[src/rtl/display_pkg.sv]
// display_pkg: shared screen defaults and flusher FSM state encoding.
package display_pkg;
  localparam int SCR_W_DEF = 160;
  localparam int SCR_H_DEF = 120;
  localparam logic [5:0] BG_COLOUR_DEF = 6'b000000;
  typedef enum logic [1:0] {IDLE, SCAN, DRAIN, DONE} state_t;
endpackage

[src/rtl/raster_counter.sv]
// raster_counter: x/y scan position with end-of-row wrap, stepping only when told to.
module raster_counter import display_pkg::*; #(
  parameter int W = SCR_W_DEF,
  parameter int H = SCR_H_DEF
) (
  input  logic       clock,
  input  logic       resetn,
  input  logic       clear,
  input  logic       step,
  output logic [7:0] x,
  output logic [7:0] y,
  output logic       last
);
  localparam logic [7:0] X_MAX = 8'(W - 1);
  localparam logic [7:0] Y_MAX = 8'(H - 1);
  logic [7:0] x_q, x_d, y_q, y_d;
  logic       x_end;
  assign x_end = x_q == X_MAX;
  assign last = x_end && y_q == Y_MAX;
  assign x = x_q;
  assign y = y_q;
  always_comb begin
    x_d = clear ? 8'd0 : !step ? x_q : x_end ? 8'd0 : x_q + 8'd1;
    y_d = clear ? 8'd0 : !(step && x_end) ? y_q : y_q == Y_MAX ? 8'd0 : y_q + 8'd1;
  end
  always_ff @(posedge clock) begin
    if (!resetn) begin
      x_q <= 8'd0;
      y_q <= 8'd0;
    end else begin
      x_q <= x_d;
      y_q <= y_d;
    end
  end
endmodule

[src/rtl/screen_flusher.sv]
// screen_flusher: scans every pixel once, plotting glyph or background colour; FLUSH_SKIP_BG_EN plots glyph pixels only.
module screen_flusher import display_pkg::*; #(
  parameter int         SCR_W     = SCR_W_DEF,
  parameter int         SCR_H     = SCR_H_DEF,
  parameter logic [5:0] BG_COLOUR = BG_COLOUR_DEF
) (
  input  logic       clock,
  input  logic       resetn,
  input  logic       start,
  input  logic       hold,
  output logic [7:0] flush_x,
  output logic [7:0] flush_y,
  input  logic       glyph_enable,
  input  logic [5:0] glyph_colour,
  output logic       plot,
  output logic [7:0] plot_x,
  output logic [7:0] plot_y,
  output logic [5:0] plot_colour,
  output logic       busy,
  output logic       done
);
  state_t     state_q, state_d;
  logic       issue, last;
  logic       plot_q, plot_d;
  logic [7:0] plot_x_q, plot_x_d, plot_y_q, plot_y_d;
  logic [5:0] plot_colour_q, plot_colour_d;
  raster_counter #(.W(SCR_W), .H(SCR_H)) u_raster (
    .clock (clock),
    .resetn(resetn),
    .clear (state_q == IDLE),
    .step  (issue),
    .x     (flush_x),
    .y     (flush_y),
    .last  (last)
  );
  // A pixel is issued on every unheld SCAN cycle; the decoders answer in that same cycle.
  assign issue = state_q == SCAN && !hold;
  always_comb begin
    state_d = state_q == IDLE  ? (start ? SCAN : IDLE) :
              state_q == SCAN  ? (issue && last ? DRAIN : SCAN) :
              state_q == DRAIN ? DONE : IDLE;
`ifdef FLUSH_SKIP_BG_EN
    plot_d = issue && glyph_enable;
`else
    plot_d = issue;
`endif
    plot_x_d      = issue ? flush_x : plot_x_q;
    plot_y_d      = issue ? flush_y : plot_y_q;
    plot_colour_d = issue ? (glyph_enable ? glyph_colour : BG_COLOUR) : plot_colour_q;
  end
  always_ff @(posedge clock) begin
    if (!resetn) begin
      state_q       <= IDLE;
      plot_q        <= 1'b0;
      plot_x_q      <= 8'd0;
      plot_y_q      <= 8'd0;
      plot_colour_q <= 6'd0;
    end else begin
      state_q       <= state_d;
      plot_q        <= plot_d;
      plot_x_q      <= plot_x_d;
      plot_y_q      <= plot_y_d;
      plot_colour_q <= plot_colour_d;
    end
  end
  assign plot        = plot_q;
  assign plot_x      = plot_x_q;
  assign plot_y      = plot_y_q;
  assign plot_colour = plot_colour_q;
  assign busy        = state_q == SCAN || state_q == DRAIN;
  assign done        = state_q == DONE;
endmodule

[config.mk]
export PLATFORM = sky130hd
export DESIGN_NAME = screen_flusher
export DESIGN_NICKNAME = d
export VERILOG_FILES = /design/src/rtl/display_pkg.sv /design/src/rtl/raster_counter.sv /design/src/rtl/screen_flusher.sv
export SDC_FILE = /design/constraint.sdc
export NUM_CORES = 1
export LEC_CHECK = 0
export CAP_MARGIN = 20
export CORE_MARGIN = 8
export CORE_UTILIZATION = 47
export DETAILED_ROUTE_END_ITERATION = 7
export GPL_TIMING_DRIVEN = 0
export PLACE_DENSITY_LB_ADDON = 0.2
export SYNTH_ARGS = -nofsm -noshare
export SYNTH_HDL_FRONTEND = slang
export SYNTH_SLANG_ARGS = --single-unit
[constraint.sdc]
create_clock -name clock -period 2 [get_ports clock]
set_input_delay 0.2 -clock clock [delete_from_list [all_inputs] [get_ports clock]]
set_output_delay 0.2 -clock clock [all_outputs]
set_load 0.1 [all_outputs]
* Word level (Yosys, flattened, before mapping)
Cells that the tools add are included.
** Storage, ports and cells
- Register bits after elaboration :: 41
- Output and inout bits :: 41
- Logic and storage cells :: 31
** Operators by class
- Add/subtract/negate cells :: 2
- Eq/ne operators :: 5
- Muxes and demuxes :: 8
- Bitwise gates (word level) :: 1
- Reduce and logical (&&, ||, !) cells :: 8
** Operator list (number)
- adder 8 x 1 -> 8 bit (second input constant) :: 2
- 2-to-1 mux 8 bit :: 2
- equality test 8 x 7 -> 1 bit (second input constant) :: 1
- equality test 8 bit (second input constant) :: 1
- 2-to-1 mux 2 bit :: 4
- 2-to-1 mux 6 bit :: 1
- equality test 2 bit (second input constant) :: 2
- logical AND 1 bit :: 4
- equality test 2 x 1 -> 1 bit (second input constant) :: 1
- logical NOT 2 bit :: 1
- OR reduction 2 bit :: 1
- logical NOT 1 bit :: 1
- logical OR 1 bit :: 1
- 2-to-1 mux 1 bit :: 1
- NOT 1 bit :: 1

* Logic depth before layout (Yosys ltp)
- Depth after elaboration :: 6
- Mapped depth :: 7
- Depth with buffers taken out :: 6

* Hierarchy
From an unflattened synthesis, not the netlist that was laid out.
** Unflattened totals
- Cell total of the unflattened synthesis :: 203
- Area total of the unflattened synthesis :: 1801.7 sq um
** By module, submodules not included
- screen_flusher :: instances 1, cells an instance 113, area each 1001.0 sq um, seq. area each 500.5 sq um
- raster_counter :: instances 1, cells an instance 90, area each 800.8 sq um, seq. area each 320.3 sq um

* Worst setup path before layout
No wires, ideal clock.
- Path type :: flip-flop to flip-flop
- From :: register u_raster.x_q[0] (netlist: u_raster.x[0])
- To :: register u_raster.y_q[0] (netlist: u_raster.y[0])
- Arrival time :: 2.189 ns
- Data required time :: 1.879 ns
- Slack :: -0.310 ns
- Stages on the path, launching flop included :: 6
- Buffers on the path :: 0
- Clock period less this slack :: 2.310 ns
- Path through :: dfxtp_1 > ha_1 > nand2_1 > or3_4 > o21ai_2 > nor2_1
** Between the ends
- Word-level cells in the longest chain between the ends :: 2
** Ends and longest elaborated chain
- from (decl) :: line raster_counter.sv:16 : logic [7:0] x_q, x_d, y_q, y_d;
- from (signal assigned) :: line raster_counter.sv:28 : x_q <= 8'd0;
- from (signal assigned) :: line raster_counter.sv:31 : x_q <= x_d;
- equality test 8 bit :: line raster_counter.sv:18 : assign x_end = x_q == X_MAX;
- logical AND 1 bit :: line raster_counter.sv:24 : y_d = clear ? 8'd0 : !(step && x_end) ? y_q : y_q == Y_MAX ? 8'd0 : y_q + 8'd1;
- to (signal assigned) :: line raster_counter.sv:32 : y_q <= y_d;
- to (decl) :: line raster_counter.sv:16
Every way passes these cells.
A chain may end at the register's enable or synchronous reset.

* Final worst setup path
- From :: register plot_x_q[7] (netlist: plot_x[7])
- To :: output port plot_x[7]
** RTL lines
- from (decl) :: line screen_flusher.sv:25 : logic [7:0] plot_x_q, plot_x_d, plot_y_q, plot_y_d;
- from (signal assigned) :: line screen_flusher.sv:61 : plot_x_q <= plot_x_d;
- to (decl) :: line screen_flusher.sv:16 : output logic [7:0] plot_x,
No word-level cell between the ends.

==> results.md <==
- Most common cell after layout, fill and taps aside: nand2_1
- Run status: finished clean
- Post-synthesis cell type count: 32
- Via density: ~5
- DIE AREA: about 0.0060 sq mm
- Post-route ant nets: 0
- Slew headroom: between 30% and 40%
- Pin count of the biggest net entering global routing: 13
- Count of pins over their slew limit: 0
- First-pass iteration count of the detailed router: 4
- Data arrival, critical path: around 1.8 ns
- Startpoint types: register
- Wirelength per Cell: ~14 um
- Register area share after synthesis: roughly 46%
- GRT Util Overall: about 15%
- Clk_lat worst skew: between 0.2 and 0.3 ns
- Die width: slightly below 80 um
- Most frequent cells in the layout: 49 x nand2_1, 30 x dfxtp_1, 23 x a21boi_0, 19 x clkdlybuf4s50_1, 17 x dlygate4sd2_1
- CTS tree: done
- Reg clk slew, reported paths: roughly 0.080 ns
- TritonCTS buffer count: 5
- Chip height: just under 80 um
- Worst-path cell with the longest stage delay: clkdlybuf4s50_1
- Largest vdd supply drop: around 0.48 mV
- RSZ-0062 raised after global routing: false
- Setup violators final: 0
- Final hold slack: about 0.46 ns
- Final wirelength: between 4000 and 5000 um
- Vias: ~1,500
- Cts hold-fix bufs: 0
- Synthesized instance count: 200
- Syn avg cell area: approximately 8.9 sq um
- Top Ports: 52
- N_diodes: 0
- Worst path bufs/invs: 1
- Core area: approximately 0.0037 sq mm
- H-tree depth: 2
- Gpl congestion: just under 0.8
- Worst-Margin Slew: approximately 1 ns
- Global-route wire length before repair: around 7300 um
- Leak: 0.00117 uW
- Max-cap viol count: 0
- CTS resizes: 20
- Hold Violations, Final: 0
- Fin nets: roughly 280
- Achievable Freq: 0.503 GHz
- Syn Nets: ~220
- Vias in the first global route: around 1,500
- Critical path type: register to primary output
- Cell family with most CP delay: buffers and inverters
- Initial antenna violation count: 0
- Initial core utilization: roughly 49%
- FF+latch count, synth: 41
- Yosys warnings: 0
- Clock sinks: between 40 and 50
- Layout cell share with drive strength beyond 1: between 10% and 20%
- Pwr dens: 649 mW/mm^2
- Row count: 22
- Worst endpoint required time: between 1.5 and 2 ns
- Clock root buffer: clkbuf_8
- DR DRC count: 0
- Postcts setup bufs: 0
- Grt total ovfl: 0
- Synthesized area: 0.00179 sq mm
- CP peak stage delay: about 1.2 ns
- Period utilisation layout: between 90 and 100%
- Worst clock skew: about 0.0048 ns
- TNS Setup: 0 ns
- Fin cells: a little over 300
- DP Cell Count: about 300
- DP HPWL: ~3200 um
- Crit-path cells: clkdlybuf4s50_1
- Final min period: between 1.5 and 2 ns
- Max FO, Critical Path: 2
- Hold Path Class: register to register
- Starting DRT DRC Count: 66
- Port bufs: 51
- Endpoint class of the critical path: primary output
- Max Root-Sink Buffers: 2
- Syn-to-layout area delta: 40.0%
[registers in the layout, indices dropped and copies added (netlist names)]
| register | cells |
|---|---|
| plot_x | 8 |
| plot_y | 8 |
| u_raster.x | 8 |
| u_raster.y | 8 |
| plot_colour | 6 |
| state_q | 2 |
| plot | 1 |
[report_power, final]
part,switching (uW),internal [uW]
sequential,2.65,820
clock,281,407
combinational,74.1,41.0
[kinds of logic after synthesis]
| logic type | count (synthesis) | synth area share [%] |
|---|---|---|
| compound gates | 31 | 12.5 |
| xor+xnor | 12 | 5.88 |
| fa+ha+maj | 6 | 4.20 |
| buf+inv | 12 | 3.15 |
| flops | 41 | 45.9 |
| mux | 1 | 0.560 |
| simple gates | 97 | 27.9 |
[cells in the mapped netlist]
cell type,n,area [sq um]
a21boi_0,23,173
a21oi_1,4,20.0
and2_1,1,6.26
buf_2,3,15.0
buf_6,1,11.3
clkbuf_1,4,15.0
dfxtp_1,41,821
ha_1,6,75.1
inv_1,4,15.0
mux2i_1,1,10.0
nand2_1,49,184
nand2b_1,1,6.26
nand3_1,12,60.1
nand3b_4,1,20.0
nand4_1,1,6.26
nand4bb_4,1,27.5
nor2_1,14,52.6
nor2b_1,3,18.8
nor3_1,3,15.0
nor4_1,5,31.3
nor4_2,1,12.5
nor4_4,1,21.3
nor4bb_1,1,10.0
o21a_1,1,7.51
o21ai_0,1,5.00
o21ai_2,1,8.76
o221ai_1,1,8.76
or2b_2,1,8.76
or3_1,1,6.26
or3_4,1,11.3
xnor2_1,11,96.3
xor2_1,1,8.76
[layout make-up]
class | count | area [sq um]
multi-input cells | 147 | 911
fillers | 309 | 1160
flip-flops and latches | 41 | 835
plain buffers | 8 | 41.3
inverters | 4 | 15.0
clock buffers | 7 | 86.3
repair buffers | 51 | 526
well taps | 48 | 60.1
clock inverters | 1 | 30.0
[per-stage QoR]
stage,setup WS [ns],util [%],area [sq um],power (uW)
CTS,0.00293,67.4,2470,1630
floorplan,0.0423,-,1800,913
global route,0.000483,68.4,2500,1670
detailed placement,-0.0145,64.8,2370,957
global placement,-0.0202,64.8,2370,957
finish,0.0125,68.4,2500,1630
[routing by layer]
layer	part of all wire, %	up-vias	track usage (%)
li1	-	786	-
met2	48	33	24.8
met4	1.5	0	6.23
met1	45	718	16.7
met5	0	-	0
met3	5.3	7	4.38
[final timing paths]
kind	cells after the start	to	from	slack, ns
max reg2reg	6	u_raster.y[3]	state_q[1]	0.24
min reg2reg	2	plot_x[3]	plot_x[3]	0.46
max	1	plot_x[7]	plot_x[7]	0.01
min	2	plot_x[3]	plot_x[3]	0.46
(Power assumes the default switching activity.)
